<file path="src/rtl/key_conditioner_pkg.sv">
// Shared definitions for the key conditioner: per-key FSM states and the
// elaboration-time helpers that size the tick prescaler and key counters.
package key_conditioner_pkg;

  // Per-key debounce / auto-repeat states.
  typedef enum logic [2:0] {
    ST_IDLE = 3'd0,  // released and stable
    ST_DBP  = 3'd1,  // press seen, waiting for it to stay stable
    ST_HELD = 3'd2,  // press accepted, waiting for the first repeat
    ST_RPT  = 3'd3,  // auto-repeating at the repeat rate
    ST_DBR  = 3'd4   // release seen while held, waiting for it to stay stable
  } key_state_e;

  localparam int unsigned MS_PER_S = 1000;

  // Number of bits needed to hold every value in 0..max_val (never less than 1).
  function automatic int unsigned width_for(input int unsigned max_val);
    return (max_val < 2) ? 1 : $clog2(max_val + 1);
  endfunction

  // Clock cycles per 1 ms tick.
  function automatic int unsigned tick_div(input int unsigned clk_freq);
    return clk_freq / MS_PER_S;
  endfunction

  function automatic int unsigned max3(input int unsigned a,
                                       input int unsigned b,
                                       input int unsigned c);
    int unsigned m;
    m = (a > b) ? a : b;
    return (m > c) ? m : c;
  endfunction

endpackage

</file>
<file path="src/rtl/key_conditioner_if.sv">
// Key bundle between the board inputs and the clock logic: raw keys in,
// conditioned level and pulse outputs back.
interface key_conditioner_if #(
  parameter int unsigned N_KEYS = 4
);

  logic [N_KEYS-1:0] KeyIn;       // raw asynchronous key inputs
  logic [N_KEYS-1:0] KeyLevel;    // debounced level, 1 = pressed
  logic [N_KEYS-1:0] KeyPress;    // 1-cycle pulse on accepted press
  logic [N_KEYS-1:0] KeyRelease;  // 1-cycle pulse on accepted release
  logic [N_KEYS-1:0] KeyRepeat;   // press pulse plus auto-repeat pulses

  // Key source side (board / bench).
  modport master (
    output KeyIn,
    input  KeyLevel, KeyPress, KeyRelease, KeyRepeat
  );

  // Conditioner side.
  modport slave (
    input  KeyIn,
    output KeyLevel, KeyPress, KeyRelease, KeyRepeat
  );

endinterface

</file>
<file path="src/rtl/key_conditioner_key_fsm.sv">
// One key channel: 2-flop synchroniser, polarity normalisation, debounce /
// auto-repeat FSM with its tick counter, and registered level/pulse outputs.
module key_conditioner_key_fsm
  import key_conditioner_pkg::*;
#(
  parameter int unsigned DEBOUNCE_MS     = 20,
  parameter int unsigned REPEAT_DELAY_MS = 500,
  parameter int unsigned REPEAT_RATE_MS  = 200,
  parameter bit          ACTIVE_LOW      = 1'b1
) (
  input  logic clk,
  input  logic rst_n,
  input  logic tick_i,
  input  logic key_raw_i,
  output logic level_o,
  output logic press_o,
  output logic release_o,
  output logic repeat_o
);

  localparam int unsigned CNT_W =
    width_for(max3(DEBOUNCE_MS, REPEAT_DELAY_MS, REPEAT_RATE_MS));
  localparam logic [CNT_W-1:0] DEB_C   = CNT_W'(DEBOUNCE_MS);
  localparam logic [CNT_W-1:0] DELAY_C = CNT_W'(REPEAT_DELAY_MS);
  localparam logic [CNT_W-1:0] RATE_C  = CNT_W'(REPEAT_RATE_MS);
  // Raw level of a released key; the synchroniser resets to it so no
  // phantom press is seen when reset lifts.
  localparam logic RAW_IDLE = ACTIVE_LOW;

  logic             sync1_q, sync2_q;
  logic             k;
  key_state_e       state_q, state_d;
  logic [CNT_W-1:0] cnt_q, cnt_d, cnt_inc;
  logic             hit_deb, hit_delay, hit_rate;
  logic             level_q, level_d;
  logic             press_q, press_d;
  logic             release_q, release_d;
  logic             repeat_q, repeat_d;

  // Two-stage synchroniser for the asynchronous raw key.
  // NOTE: sequential state uses non-blocking assignments so every flop
  // samples pre-edge values; blocking here would collapse the two stages.
  always_ff @(posedge clk or negedge rst_n) begin
    if (!rst_n) begin
      sync1_q <= RAW_IDLE;
      sync2_q <= RAW_IDLE;
    end else begin
      sync1_q <= key_raw_i;
      sync2_q <= sync1_q;
    end
  end

  // k = 1 means pressed, whatever the board polarity.
  assign k = sync2_q ^ ACTIVE_LOW;

  // Counter value this tick would produce, and which limit it reaches.
  assign cnt_inc   = cnt_q + CNT_W'(1);
  assign hit_deb   = (cnt_inc == DEB_C);
  assign hit_delay = (cnt_inc == DELAY_C);
  assign hit_rate  = (cnt_inc == RATE_C);

  // State register, counter and registered outputs.
  always_ff @(posedge clk or negedge rst_n) begin
    if (!rst_n) begin
      state_q   <= ST_IDLE;
      cnt_q     <= '0;
      level_q   <= 1'b0;
      press_q   <= 1'b0;
      release_q <= 1'b0;
      repeat_q  <= 1'b0;
    end else begin
      state_q   <= state_d;
      cnt_q     <= cnt_d;
      level_q   <= level_d;
      press_q   <= press_d;
      release_q <= release_d;
      repeat_q  <= repeat_d;
    end
  end

  // Next state and counter; a k transition always beats a same-cycle tick.
  // NOTE: every variable gets a default before the case, so no path can
  // leave one unassigned and infer a latch.
  always_comb begin
    state_d = state_q;
    cnt_d   = cnt_q;
    case (state_q)
      ST_IDLE: begin
        if (k) begin
          state_d = ST_DBP;
          cnt_d   = '0;
        end
      end
      ST_DBP: begin
        if (!k) begin
          state_d = ST_IDLE;
          cnt_d   = '0;
        end else if (tick_i) begin
          if (hit_deb) begin
            state_d = ST_HELD;
            cnt_d   = '0;
          end else begin
            cnt_d = cnt_inc;
          end
        end
      end
      ST_HELD: begin
        if (!k) begin
          state_d = ST_DBR;
          cnt_d   = '0;
        end else if (tick_i) begin
          if (hit_delay) begin
            state_d = ST_RPT;
            cnt_d   = '0;
          end else begin
            cnt_d = cnt_inc;
          end
        end
      end
      ST_RPT: begin
        if (!k) begin
          state_d = ST_DBR;
          cnt_d   = '0;
        end else if (tick_i) begin
          cnt_d = hit_rate ? '0 : cnt_inc;
        end
      end
      ST_DBR: begin
        // A key that comes back during release debounce restarts the
        // repeat delay rather than resuming the old repeat train.
        if (k) begin
          state_d = ST_HELD;
          cnt_d   = '0;
        end else if (tick_i) begin
          if (hit_deb) begin
            state_d = ST_IDLE;
            cnt_d   = '0;
          end else begin
            cnt_d = cnt_inc;
          end
        end
      end
      default: begin
        state_d = ST_IDLE;
        cnt_d   = '0;
      end
    endcase
  end

  // Output decode: pulses fire on the accepting tick, level follows the next state.
  always_comb begin
    press_d   = 1'b0;
    release_d = 1'b0;
    repeat_d  = 1'b0;
    level_d   = (state_d == ST_HELD) || (state_d == ST_RPT) || (state_d == ST_DBR);
    case (state_q)
      ST_DBP: begin
        if (k && tick_i && hit_deb) begin
          press_d  = 1'b1;
          repeat_d = 1'b1;
        end
      end
      ST_HELD: repeat_d  = k && tick_i && hit_delay;
      ST_RPT:  repeat_d  = k && tick_i && hit_rate;
      ST_DBR:  release_d = !k && tick_i && hit_deb;
      default: ;
    endcase
  end

  assign level_o   = level_q;
  assign press_o   = press_q;
  assign release_o = release_q;
  assign repeat_o  = repeat_q;

endmodule

</file>
<file path="src/rtl/key_conditioner.sv">
// Key conditioner top: shared 1 ms tick prescaler feeding N_KEYS independent
// key channels.
module key_conditioner
  import key_conditioner_pkg::*;
#(
  parameter int unsigned N_KEYS          = 4,
  parameter int unsigned CLK_FREQ        = 50000000,
  parameter int unsigned DEBOUNCE_MS     = 20,
  parameter int unsigned REPEAT_DELAY_MS = 500,
  parameter int unsigned REPEAT_RATE_MS  = 200,
  parameter bit          ACTIVE_LOW      = 1'b1
) (
  input logic               CP50,
  input logic               nCR,
  key_conditioner_if.slave  kif
);

  localparam int unsigned      TICK_DIV = tick_div(CLK_FREQ);
  localparam int unsigned      PRE_W    = width_for(TICK_DIV - 1);
  localparam logic [PRE_W-1:0] TICK_TC  = PRE_W'(TICK_DIV - 1);

  logic [PRE_W-1:0]  presc_q, presc_d;
  logic              tick;
  logic [N_KEYS-1:0] level_w, press_w, release_w, repeat_w;

  // Free-running prescaler; tick is high for the one cycle at terminal count.
  assign tick = (presc_q == TICK_TC);

  // Prescaler next value: wrap at terminal count.
  always_comb begin
    presc_d = tick ? '0 : presc_q + PRE_W'(1);
  end

  // Prescaler register.
  always_ff @(posedge CP50 or negedge nCR) begin
    if (!nCR) begin
      presc_q <= '0;
    end else begin
      presc_q <= presc_d;
    end
  end

  for (genvar i = 0; i < N_KEYS; i++) begin : g_key
    key_conditioner_key_fsm #(
      .DEBOUNCE_MS     (DEBOUNCE_MS),
      .REPEAT_DELAY_MS (REPEAT_DELAY_MS),
      .REPEAT_RATE_MS  (REPEAT_RATE_MS),
      .ACTIVE_LOW      (ACTIVE_LOW)
    ) u_key (
      .clk       (CP50),
      .rst_n     (nCR),
      .tick_i    (tick),
      .key_raw_i (kif.KeyIn[i]),
      .level_o   (level_w[i]),
      .press_o   (press_w[i]),
      .release_o (release_w[i]),
      .repeat_o  (repeat_w[i])
    );
  end

  assign kif.KeyLevel   = level_w;
  assign kif.KeyPress   = press_w;
  assign kif.KeyRelease = release_w;
  assign kif.KeyRepeat  = repeat_w;

endmodule

</file>
<file path="src/flat_wrapper.sv">
// flat-port wrapper written by rule: the top's interface ports become plain ports
module key_conditioner_flat import key_conditioner_pkg::*;
#(
  parameter int unsigned N_KEYS          = 4,
  parameter int unsigned CLK_FREQ        = 50000000,
  parameter int unsigned DEBOUNCE_MS     = 20,
  parameter int unsigned REPEAT_DELAY_MS = 500,
  parameter int unsigned REPEAT_RATE_MS  = 200,
  parameter bit          ACTIVE_LOW      = 1'b1
)
  (CP50, nCR, kif_KeyIn, kif_KeyLevel, kif_KeyPress, kif_KeyRelease, kif_KeyRepeat);
  key_conditioner_if #(.N_KEYS(N_KEYS)) kif_i ();
  input logic CP50;
  input logic nCR;
  input wire logic [$bits(kif_i.KeyIn)-1:0] kif_KeyIn;
  output wire logic [$bits(kif_i.KeyLevel)-1:0] kif_KeyLevel;
  output wire logic [$bits(kif_i.KeyPress)-1:0] kif_KeyPress;
  output wire logic [$bits(kif_i.KeyRelease)-1:0] kif_KeyRelease;
  output wire logic [$bits(kif_i.KeyRepeat)-1:0] kif_KeyRepeat;
  assign kif_i.KeyIn = kif_KeyIn;
  assign kif_KeyLevel = kif_i.KeyLevel;
  assign kif_KeyPress = kif_i.KeyPress;
  assign kif_KeyRelease = kif_i.KeyRelease;
  assign kif_KeyRepeat = kif_i.KeyRepeat;
  key_conditioner #(.N_KEYS(N_KEYS), .CLK_FREQ(CLK_FREQ), .DEBOUNCE_MS(DEBOUNCE_MS), .REPEAT_DELAY_MS(REPEAT_DELAY_MS), .REPEAT_RATE_MS(REPEAT_RATE_MS), .ACTIVE_LOW(ACTIVE_LOW)) u_core (.CP50(CP50), .nCR(nCR), .kif(kif_i));
endmodule
</file>
<file path="config.mk">
export PLATFORM = sky130hd
export DESIGN_NAME = key_conditioner_flat
export DESIGN_NICKNAME = d
export VERILOG_FILES = /design/src/rtl/key_conditioner_pkg.sv /design/src/rtl/key_conditioner_if.sv /design/src/rtl/key_conditioner_key_fsm.sv /design/src/rtl/key_conditioner.sv /design/src/flat_wrapper.sv
export SDC_FILE = /design/constraint.sdc
export NUM_CORES = 1
export LEC_CHECK = 0
export CAP_MARGIN = 0
export CORE_MARGIN = 2
export CORE_UTILIZATION = 65
export CTS_BUF_LIST = sky130_fd_sc_hd__clkbuf_16
export CTS_CLUSTER_SIZE = 14
export DETAILED_ROUTE_END_ITERATION = 10
export GPL_TIMING_DRIVEN = 0
export PLACE_DENSITY_LB_ADDON = 0.2
export SYNTH_ARGS = -nofsm -noshare
export SYNTH_HDL_FRONTEND = slang
export SYNTH_SLANG_ARGS = --single-unit
</file>
<file path="constraint.sdc">
create_clock -name CP50 -period 3.8 [get_ports CP50]
set_input_delay 0.76 -clock CP50 [delete_from_list [all_inputs] [get_ports CP50]]
set_output_delay 0.76 -clock CP50 [all_outputs]
set_load 0.05 [all_outputs]
</file>
-- Yosys cells after proc, flatten, opt, wreduce, memory -nomap -nowiden
Cells that the tools add are included.
- register bits: 88
- output and inout bits: 16
- word-level logic and storage cells: 248
- add/subtract/negate cells: 5
- equal/unequal tests: 53
- muxes and demuxes: 113
- bitwise gates (word level): 4
- reduce and logical (&&, ||, !) cells: 40
- operators with widths (cell ; count):
    $mux 9 ; 44
    $pmux 9 s5 ; 4
    $mux 3 ; 44
    $pmux 3 s5 ; 4
    $eq 3x2->1 const B ; 16
    $add 9x1->9 const B ; 4
    $eq 9x5->1 const B ; 4
    $eq 9x8->1 const B ; 4
    $eq 9x9->1 const B ; 4
    $eq 3x3->1 const B ; 8
    $logic_and 1x1->1 ; 24
    $add 16x1->16 const B ; 1
    $eq 16x16->1 const B ; 1
    $mux 16 ; 1
    $eq 3x1->1 const B ; 4
    $logic_not 3->1 ; 4
    $mux 1 ; 12
    $ne 3x2->1 const B ; 4
    $ne 3x3->1 const B ; 4
    $pmux 1 s3 ; 4
    $reduce_and 3->1 ; 4
    $logic_or 1x1->1 ; 8
    $ne 2x2->1 const B ; 4
    $not 1->1 ; 4

-- Depth between registers and ports, before layout
Gate-level depths: netlist (run 1).
- word-level depth: 9
- gate-level depth with buffers: 10
- mapped depth without buffers: 8

-- Modules after synthesis
Synthesis (run 1) repeated with hierarchy kept, for this count alone.
- cells, all modules: 677
- area, all modules: 5963.2 um^2
- by module, submodules not included (module ; times used ; cells each ; area each (um^2) ; seq. area each (um^2)):
    key_conditioner_key_fsm at u_core.g_key[0].u_key ... ; 2 ; 149 ; 1325.0 ; 452.9
    key_conditioner_key_fsm at u_core.g_key[2].u_key ; 1 ; 159 ; 1280.0 ; 452.9
    key_conditioner_key_fsm at u_core.g_key[3].u_key ; 1 ; 153 ; 1271.2 ; 452.9
    key_conditioner ; 1 ; 67 ; 762.0 ; 400.4

-- Worst setup path after synthesis (run 1)
No wires, ideal clock.
- kind: register to register
- start: reg u_core.g_key[2].u_key.cnt_q[0]
- end: reg u_core.g_key[2].u_key.cnt_q[5]
- arrival: 2375 ps
- path slack: 1290 ps
- stages on the path, launching flop included: 9
- cells stage by stage: dfrtp_1 ha_1 clkbuf_1 or4_1 o31a_1 or3_1 or3_1 a21oi_1 o21ai_1
- longest elaborated chain between the ends: 6
- elaborated cells between the ends (all ways): 15
- classes of those cells: 1 x add/sub; 3 x eq/ne; 11 x mux
- RTL lines (what ; RTL line ; RTL):
    start, declared ; key_conditioner_key_fsm.sv:33 ; logic [CNT_W-1:0] cnt_q, cnt_d, cnt_inc;
    start signal, assigned ; key_conditioner_key_fsm.sv:73 ; cnt_q <= cnt_d;
    $add 9x1->9 * ; key_conditioner_key_fsm.sv:57 ; assign cnt_inc = cnt_q + CNT_W'(1);
    $eq 9x5->1 (tied with other cells) ; key_conditioner_key_fsm.sv:58 ; assign hit_deb = (cnt_inc == DEB_C);
    $mux 9 (on tied branches) ; -- ;
    $mux 9 (on tied branches) ; key_conditioner_key_fsm.sv:98, key_conditioner_key_fsm.sv:111, key_conditioner_key_fsm.sv:124 ;
    $mux 9 (on tied branches) ; -- ;
    $pmux 9 s5 * ; key_conditioner_key_fsm.sv:87 ; case (state_q)
Every way passes the cells marked *; elsewhere a longest branch is shown, timed or not. The select of a mux whose other input is x is not followed.
A chain may end at the register's enable or synchronous reset.

-- Worst setup path after layout (run 1)
- start: reg u_core.g_key[0].u_key.cnt_q[1]
- end: reg u_core.g_key[0].u_key.level_q
- longest elaborated chain between the ends: 9
- elaborated cells between the ends (all ways): 18
- classes of those cells: 1 x add/sub; 5 x eq/ne; 10 x mux; 2 x reduce/logical
- RTL lines (what ; RTL line ; RTL):
    start, declared ; key_conditioner_key_fsm.sv:33 ;
    start signal, assigned ; key_conditioner_key_fsm.sv:73 ;
    $add 9x1->9 * ; key_conditioner_key_fsm.sv:57 ;
    $eq 9x5->1 / $eq 9x9->1 (equally long branches) ; key_conditioner_key_fsm.sv:58, key_conditioner_key_fsm.sv:59 ;
    $mux 3 (on tied branches) ; key_conditioner_key_fsm.sv:135, key_conditioner_key_fsm.sv:99, key_conditioner_key_fsm.sv:112 ;
    $mux 3 (on tied branches) ; key_conditioner_key_fsm.sv:134, key_conditioner_key_fsm.sv:98, key_conditioner_key_fsm.sv:111 ;
    $mux 3 (on tied branches) ; key_conditioner_key_fsm.sv:131, key_conditioner_key_fsm.sv:95, key_conditioner_key_fsm.sv:108 ;
    $pmux 3 s5 * ; key_conditioner_key_fsm.sv:87 ;
    $eq 3x2->1 ; key_conditioner_key_fsm.sv:155 ; level_d = (state_d == ST_HELD) || (state_d == ST_RPT) || (state_d == ST_DBR);
    $logic_or 1x1->1 ; key_conditioner_key_fsm.sv:155 ;
    $logic_or 1x1->1 * ; key_conditioner_key_fsm.sv:155 ;
    via u_core.g_key[0].u_key.level_d ; key_conditioner_key_fsm.sv:35 ; logic level_q, level_d;
    end signal, assigned ; key_conditioner_key_fsm.sv:74 ; level_q <= level_d;
    end, declared ; key_conditioner_key_fsm.sv:35 ;
Mark *: on every way through the listed nets, which the timed path passes. The rest lies on a longest branch.

==> results_dict.tcl, run 1 <==
set metrics [dict create \
    status "completed" \
    worstSetupPathType "reg2reg" \
    diodes 0 \
    post_cts_buffers 0 \
    die_height_um 99.1 \
    max_stage_delay_ns 0.72 \
    wl_per_cell_um 17.4 \
    yosysTopAreaCell "dfrtp_1" \
    rsz0062_at_grt "false" \
    antenna_found_initial 0 \
    path_cells "ha_1 -> nand3_1 -> nor3_1 -> xor2_1 -> nor4_2 -> nand2_1 -> a31oi_1 -> o311ai_0" \
    ios 22 \
    ff2ff_setup_slack_ns 0.65 \
    synth_area_sq_um 5880 \
    track_usage_pct 31.0 \
    drc 0 \
    final_common_cell "dfrtp_1" \
    cap_violations 0 \
    p_comb_share_pct 4.8 \
    cts_tree "done" \
    cp.depth 8 \
    worstPathMaxFanout 8 \
    p_int_mw 1.55 \
    num_rows 34 \
    syn_area_per_cell_sq_um 8.37 \
    drive_above_1_share_pct 8.91 \
    ys_warn_count 0 \
    yosys.cell_types.count 83 \
    max_slew.worst_pin.slew_ns 0.858 \
    skew_ns 0.0103 \
    clk_latency_ns 0.34 \
    p_leak_nw 2.68 \
    coreArea_sq_um 8760 \
    cts_max_level 3 \
    power.net_switching_mw 0.447 \
    ys_top_cells_by_area "dfrtp_1 34%, nand2_1 4.9%, nor2_1 4.5%" \
    initial_utilization_pct 67.1 \
    p_seq_share_pct 47.7 \
    cp_top_family "simple AND/OR/NAND/NOR gates" \
    cts-hold-fix-buffers 0 \
    startpoint "u_core.g_key[0].u_key.cnt_q[1]" \
    ys.flop_type "dfrtp_1" \
    cts_root_buffer "clkbuf_16" \
    final_cell_mix "80 x dfrtp_1, 76 x nand2_1, 70 x nor2_1, 36 x a21oi_1, 35 x clkbuf_1" \
    hpwl_um 10400 \
    gp_congestion 0.920 \
    p_sw_share_pct 22.4 \
    die_w_um 99.1 \
    io_buffers 21 \
    rr_startpoint "u_core.g_key[0].u_key.cnt_q[1]" \
    synth_nets 718 \
    viasPerCell 6.61 \
    post-route-cell-area_sq_um 6560 \
    hold_violations 0 \
    fillers 670 \
    startpoint_type "flip-flop" \
    synth_top_area_share_pct 34.0 \
    cts_resized 0 \
    vias 5611 \
    pwr-share-clk_pct 47.4 \
    relSlewSlack_pct 42.5 \
    crit_buf_inv 0 \
    critPathCaptureType "flip-flop" \
    p_per_area_nw_per_um2 304 \
    drt-total-wl_um 14800 \
    overflow 0 \
    final_net_count 751 \
    grt_pass1_vias 5366 \
    fin_util_pct 74.9 \
    dpl-instance-area_sq_um 6250 \
    syn_inst 703 \
    ys_ff_latch 88 \
    reg2reg_depth 8 \
    setup_viol 0 \
    timing.fmax_mhz 318 \
    clk_pin_slew_ns 0.07 \
    period_share_pct 82.8 \
    cts_sinks 88 \
    die_area_sq_um 9820 \
    grt_pass1_wl_um 24900 \
    numCtsBuffers 9 \
    critPathArrivalTime_ns 3.33 \
    yosysSeqAreaShare_pct 37.6 \
    critPathCapture "u_core.g_key[0].u_key.level_o" \
    vdd_ir_drop_max_mv 0.246 \
    cp_slowest_cell "nor4_2" \
    worst_ep_required_time_ns 3.98 \
    fin_crit_ns 3.15 \
    async_flop_share_pct 100 \
    area_growth_pct 11.6 \
    postRouteAntennaNets 0 \
    dr.pass1.iters 5 \
    r2r-end "u_core.g_key[0].u_key.level_o" \
    hold_class "in2async" \
    drt_iter0_drc 489 \
    clockBufferDepth 2 \
    synth_edf_count 0 \
    timing_max_transition_violations_final 0 \
    grt_max_degree 68 \
]
==> registers in the layout, indices dropped and copies added, names as in the netlist <==
signal	flops
u_core.g_key.u_key.sync2_q	4
u_core.g_key.u_key.state_q	12
u_core.presc_q	16
u_core.g_key.u_key.press_o	4
u_core.g_key.u_key.level_o	4
u_core.g_key.u_key.release_o	4
u_core.g_key.u_key.cnt_q	36
u_core.g_key.u_key.repeat_o	4
u_core.g_key.u_key.sync1_q	4
==> area by class of cell <==
cell class	instances	area, sq um	share of cell area [%]
multi-input combinational	537	3300	50.3
sequential	88	2210	33.7
buffer	57	287	4.37
timing repair buffer	22	235	3.58
clock buffer	9	225	3.43
tap	108	135	2.06
clock inverter	7	87.6	1.33
inverter	21	78.8	1.20
==> synth_stat cells, types with 4 or more instances <==
| master | count |
|---|---|
| nor3_1 | 25 |
| nand3_1 | 33 |
| a31oi_1 | 9 |
| nor2_1 | 70 |
| nor4_1 | 13 |
| and4_1 | 4 |
| buf_4 | 16 |
| and2_1 | 10 |
| dfstp_2 | 8 |
| o211ai_1 | 5 |
| clkbuf_1 | 35 |
| a22oi_1 | 7 |
| a41oi_1 | 4 |
| a211oi_1 | 8 |
| nand2b_1 | 6 |
| nor2b_1 | 15 |
| nor3b_1 | 5 |
| o21ai_0 | 18 |
| a21oi_1 | 36 |
| mux2i_1 | 7 |
| nand4_1 | 14 |
| ha_1 | 9 |
| xor2_1 | 13 |
| o21a_1 | 5 |
| or3_1 | 12 |
| a221oi_1 | 4 |
| dfrtp_1 | 80 |
| buf_2 | 4 |
| a21o_1 | 4 |
| o22ai_1 | 5 |
| o21ai_1 | 12 |
| nand2_1 | 76 |
| inv_1 | 21 |
| xnor2_1 | 11 |
| and3_1 | 14 |
| nor3_2 | 4 |
==> worst register-to-register path: stages (launching register included) <==
cell and delay, ns:
dfrtp_1 0.42, ha_1 0.30, nand3_1 0.23, nor3_1 0.39, xor2_1 0.17, nor4_2 0.72
nand2_1 0.21, a31oi_1 0.32, o311ai_0 0.22
==> stage by stage <==
stage	setup WS, ns	instances	hold WS [ns]	TNS [ns]	power [mW]
final	0.652	849	0.300	0	1.99
after floorplan	1.29	703	0.345	0	1.02
after global routing	0.316	849	0.312	0	2.05
after global placement	-1.05	832	0.346	-84.33	1.06
after detailed placement	0.770	833	0.347	0	1.06
after CTS	0.739	849	0.305	0	2.00
==> power by group through the flow <==
stage               Clock (mW)  Combinational [mW]  Sequential [mW]
global placement             0              0.0879            0.968
global route             0.995               0.108            0.951
floorplan                    0              0.0520            0.967
detailed placement           0              0.0942            0.968
CTS                      0.954              0.0951            0.951
finish                   0.945              0.0961            0.951
==> how the worst min path moves through the flow <==
| stage | start | depth (start not counted) | endpoint |
|---|---|---|---|
| 4_1_cts | nCR | 1 | u_core.g_key[3].u_key.cnt_q[1] |
| 2_1_floorplan | u_core.g_key[0].u_key.sync1_q | 0 | u_core.g_key[0].u_key.sync2_q |
| 3_3_place_gp | u_core.g_key[3].u_key.sync1_q | 0 | u_core.g_key[3].u_key.sync2_q |
| 5_1_grt | nCR | 1 | u_core.g_key[3].u_key.cnt_q[1] |
| 6_report | nCR | 1 | u_core.g_key[3].u_key.cnt_q[1] |
| 3_5_place_dp | u_core.g_key[1].u_key.sync1_q | 0 | u_core.g_key[1].u_key.sync2_q |
==> per-layer routing <==
layer | GRT usage, % | wire length, um | part of all wire, % | up-vias
met2 | 49.5 | 7040 | 48 | 269
met4 | 15.3 | 326 | 2.2 | 0
met5 | 0 | 0 | 0 | -
li1 | - | - | - | 2631
met3 | 4.36 | 1080 | 7.3 | 38
met1 | 41.9 | 6320 | 43 | 2673
==> cells by family (layout without fill, tap and decap cells) <==
logic type	Yosys count	in the layout	synth area share (%)
AOI/OAI and AO/OA	168	168	19.9
xor gates and xnor gates	25	25	3.85
adders and majority gates	9	9	1.91
buffers and inverters	78	116	6.21
DFF	88	88	37.6
muxes	9	9	1.57
and+or+nand+nor	326	326	28.9
(Power assumes the default switching activity.)
==> run 2, diff against run 1 <==
--- a/config.mk
+++ b/config.mk
@@ -7,7 +7,7 @@
 export LEC_CHECK = 0
 export CAP_MARGIN = 0
 export CORE_MARGIN = 2
-export CORE_UTILIZATION = 65
+export CORE_UTILIZATION = 56
 export CTS_BUF_LIST = sky130_fd_sc_hd__clkbuf_16
 export CTS_CLUSTER_SIZE = 14
 export DETAILED_ROUTE_END_ITERATION = 10
==> constraint.sdc (replaced) <==
create_clock -name CP50 -period 2.8 [get_ports CP50]
set_input_delay 0.56 -clock CP50 [delete_from_list [all_inputs] [get_ports CP50]]
set_output_delay 0.56 -clock CP50 [all_outputs]
set_load 0.05 [all_outputs]
==> results_dict.tcl, run 2 (synthesis gave the netlist of run 1 again) <==
set metrics [dict create \
    final_cell_mix "79 x dfrtp_1, 76 x nand2_1, 68 x nor2_1, 36 x a21oi_1, 32 x nand3_1" \
    postRouteAntennaNets 0 \
    hold_class "in2async" \
    grt_pass1_wl_um 23500 \
    overflow 0 \
    worstSetupPathType "reg2reg" \
    worst_ep_required_time_ns 3.01 \
    viasPerCell 6.29 \
    regMostFlops "u_core.g_key.u_key.cnt_q" \
    reg2reg_depth 9 \
    diodes 0 \
    coreArea_sq_um 10300 \
    ios 22 \
    dr.pass1.iters 5 \
    hpwl_um 9930 \
    largest_reg_flops 36 \
    period_share_pct 98.2 \
    rr_startpoint "u_core.presc_q[0]" \
    gp_congestion 0.943 \
    io_buffers 21 \
    cts_max_level 3 \
    cts_tree "done" \
    p_per_area_nw_per_um2 386 \
    drt-total-wl_um 14100 \
    reg_top3 "u_core.g_key.u_key.cnt_q: 36 flops, u_core.presc_q: 16 flops, u_core.g_key.u_key.state_q: 12 flops" \
    relSlewSlack_pct 41.1 \
    fin_util_pct 65.3 \
    drive_above_1_share_pct 12.3 \
    critPathArrivalTime_ns 2.96 \
    clk_latency_ns 0.34 \
    final_net_count 752 \
    die_height_um 106 \
    clockBufferDepth 2 \
    fin_crit_ns 2.75 \
    vdd_ir_drop_max_mv 0.240 \
    area_growth_pct 14.1 \
    cts_root_buffer "clkbuf_16" \
    r2r-end "u_core.g_key[2].u_key.cnt_q[2]" \
    final_common_cell "dfrtp_1" \
    drc 0 \
    initial_utilization_pct 57.2 \
    status "completed" \
    skew_ns 0.0106 \
    ff2ff_setup_slack_ns 0.05 \
    clk_pin_slew_ns 0.06 \
    die_w_um 106 \
    track_usage_pct 25.6 \
    cap_violations 0 \
    tns_ns 0 \
    max_slew.worst_pin.slew_ns 0.875 \
    critPathCaptureType "flip-flop" \
    antenna_found_initial 0 \
    p_sw_share_pct 22.5 \
    cts_sinks 88 \
    grt_max_degree 50 \
    worstPathMaxFanout 6 \
    grt_pass1_vias 4940 \
    drt_iter0_drc 372 \
    timing_max_transition_violations_final 0 \
    worst_slack_ns 0.0512 \
    power.net_switching_mw 0.583 \
    startpoint_type "flip-flop" \
    p_seq_share_pct 49.9 \
    numCtsBuffers 9 \
    num_rows 37 \
    place_ws_ns -0.269 \
    hold_violations 0 \
    vias 5526 \
    hold_slack_ns 0.205 \
    pwr-share-clk_pct 45.1 \
    timing.fmax_mhz 364 \
    die_area_sq_um 11300 \
    setup_viol 0 \
    p_comb_share_pct 5.0 \
    wl_per_cell_um 16.1 \
    p_leak_nw 2.66 \
    p_int_mw 2.00 \
]
-- run 2: cell count changes in the layout (fill, tap and decap cells not counted), sizes merged --
cell      before  now
buf           24   29
bufinv         2    1
clkbuf        44   40
clkinv         3    4
clkinvlp       1    2
inv           22   21
-- run 2: how the worst max path moves through the flow --
stage	from	endpoint	slack, ns	cells after the start
final	u_core.presc_q[0]	u_core.g_key[2].u_key.cnt_q[2]	0.05	9
after global routing	u_core.presc_q[5]	u_core.g_key[2].u_key.cnt_q[4]	-0.004	9
after CTS	u_core.presc_q[0]	u_core.g_key[2].u_key.repeat_o	0.0001	8
after detailed placement	u_core.g_key[0].u_key.cnt_q[1]	u_core.g_key[0].u_key.level_o	-0.27	8
after global placement	nCR	u_core.g_key[1].u_key.cnt_q[2]	-2.05	1
after floorplan	u_core.g_key[2].u_key.cnt_q[0]	u_core.g_key[2].u_key.cnt_q[5]	0.29	8
-- run 2: what timing repair did --
item / 4_1_cts / 5_1_grt
setup buffers: 1 / 5
resized for setup: 10 / 16
hold buffers: 0 / 0
setup endpoints to repair: 16 / 37
pin swaps: 1 / 5
-- run 2: layout make-up --
| class | count | area [sq um] |
|---|---|---|
| fillers | 909 | 3570 |
| multi-input cells | 537 | 3400 |
| flip-flops and latches | 88 | 2210 |
| repair buffers | 28 | 280 |
| plain buffers | 52 | 279 |
| clock buffers | 9 | 225 |
| well taps | 136 | 170 |
| inverters | 21 | 78.8 |
| clock inverters | 7 | 62.6 |
-- run 2: metrics by stage --
| stage | area [sq um] | instances | power, mW |
|---|---|---|---|
| 2_1_floorplan | 5880 | 703 | 1.38 |
| 3_3_place_gp | 6260 | 860 | 1.43 |
| 3_5_place_dp | 6290 | 861 | 1.44 |
| 4_1_cts | 6630 | 878 | 2.61 |
| 5_1_grt | 6710 | 878 | 2.68 |
| 6_report | 6710 | 878 | 2.59 |
-- run 2: critical path, stage by stage, from the launching register on --
cell	delay (ns)
dfrtp_1	0.43
ha_1	0.29
nand3_2	0.16
nor4_4	0.07
buf_4	0.14
nor4_1	0.75
nor2_1	0.28
a41o_1	0.30
a41oi_1	0.16
a21oi_1	0.06
-- run 2: power by group through the flow --
| stage | Sequential, mW | Clock (mW) | Combinational [mW] |
|---|---|---|---|
| 2_1_floorplan | 1.31 | 0 | 0.0705 |
| 3_3_place_gp | 1.31 | 0 | 0.121 |
| 3_5_place_dp | 1.31 | 0 | 0.128 |
| 4_1_cts | 1.29 | 1.20 | 0.129 |
| 5_1_grt | 1.29 | 1.24 | 0.144 |
| 6_report | 1.29 | 1.17 | 0.129 |
-- run 2: routing by layer --
metal	GRT usage [%]	part of all wire [%]	up-vias
met5	0	0	-
met4	9.55	1.9	0
met3	3.68	5.1	25
met2	40.8	48	214
met1	35.6	45	2651
li1	-	-	2636
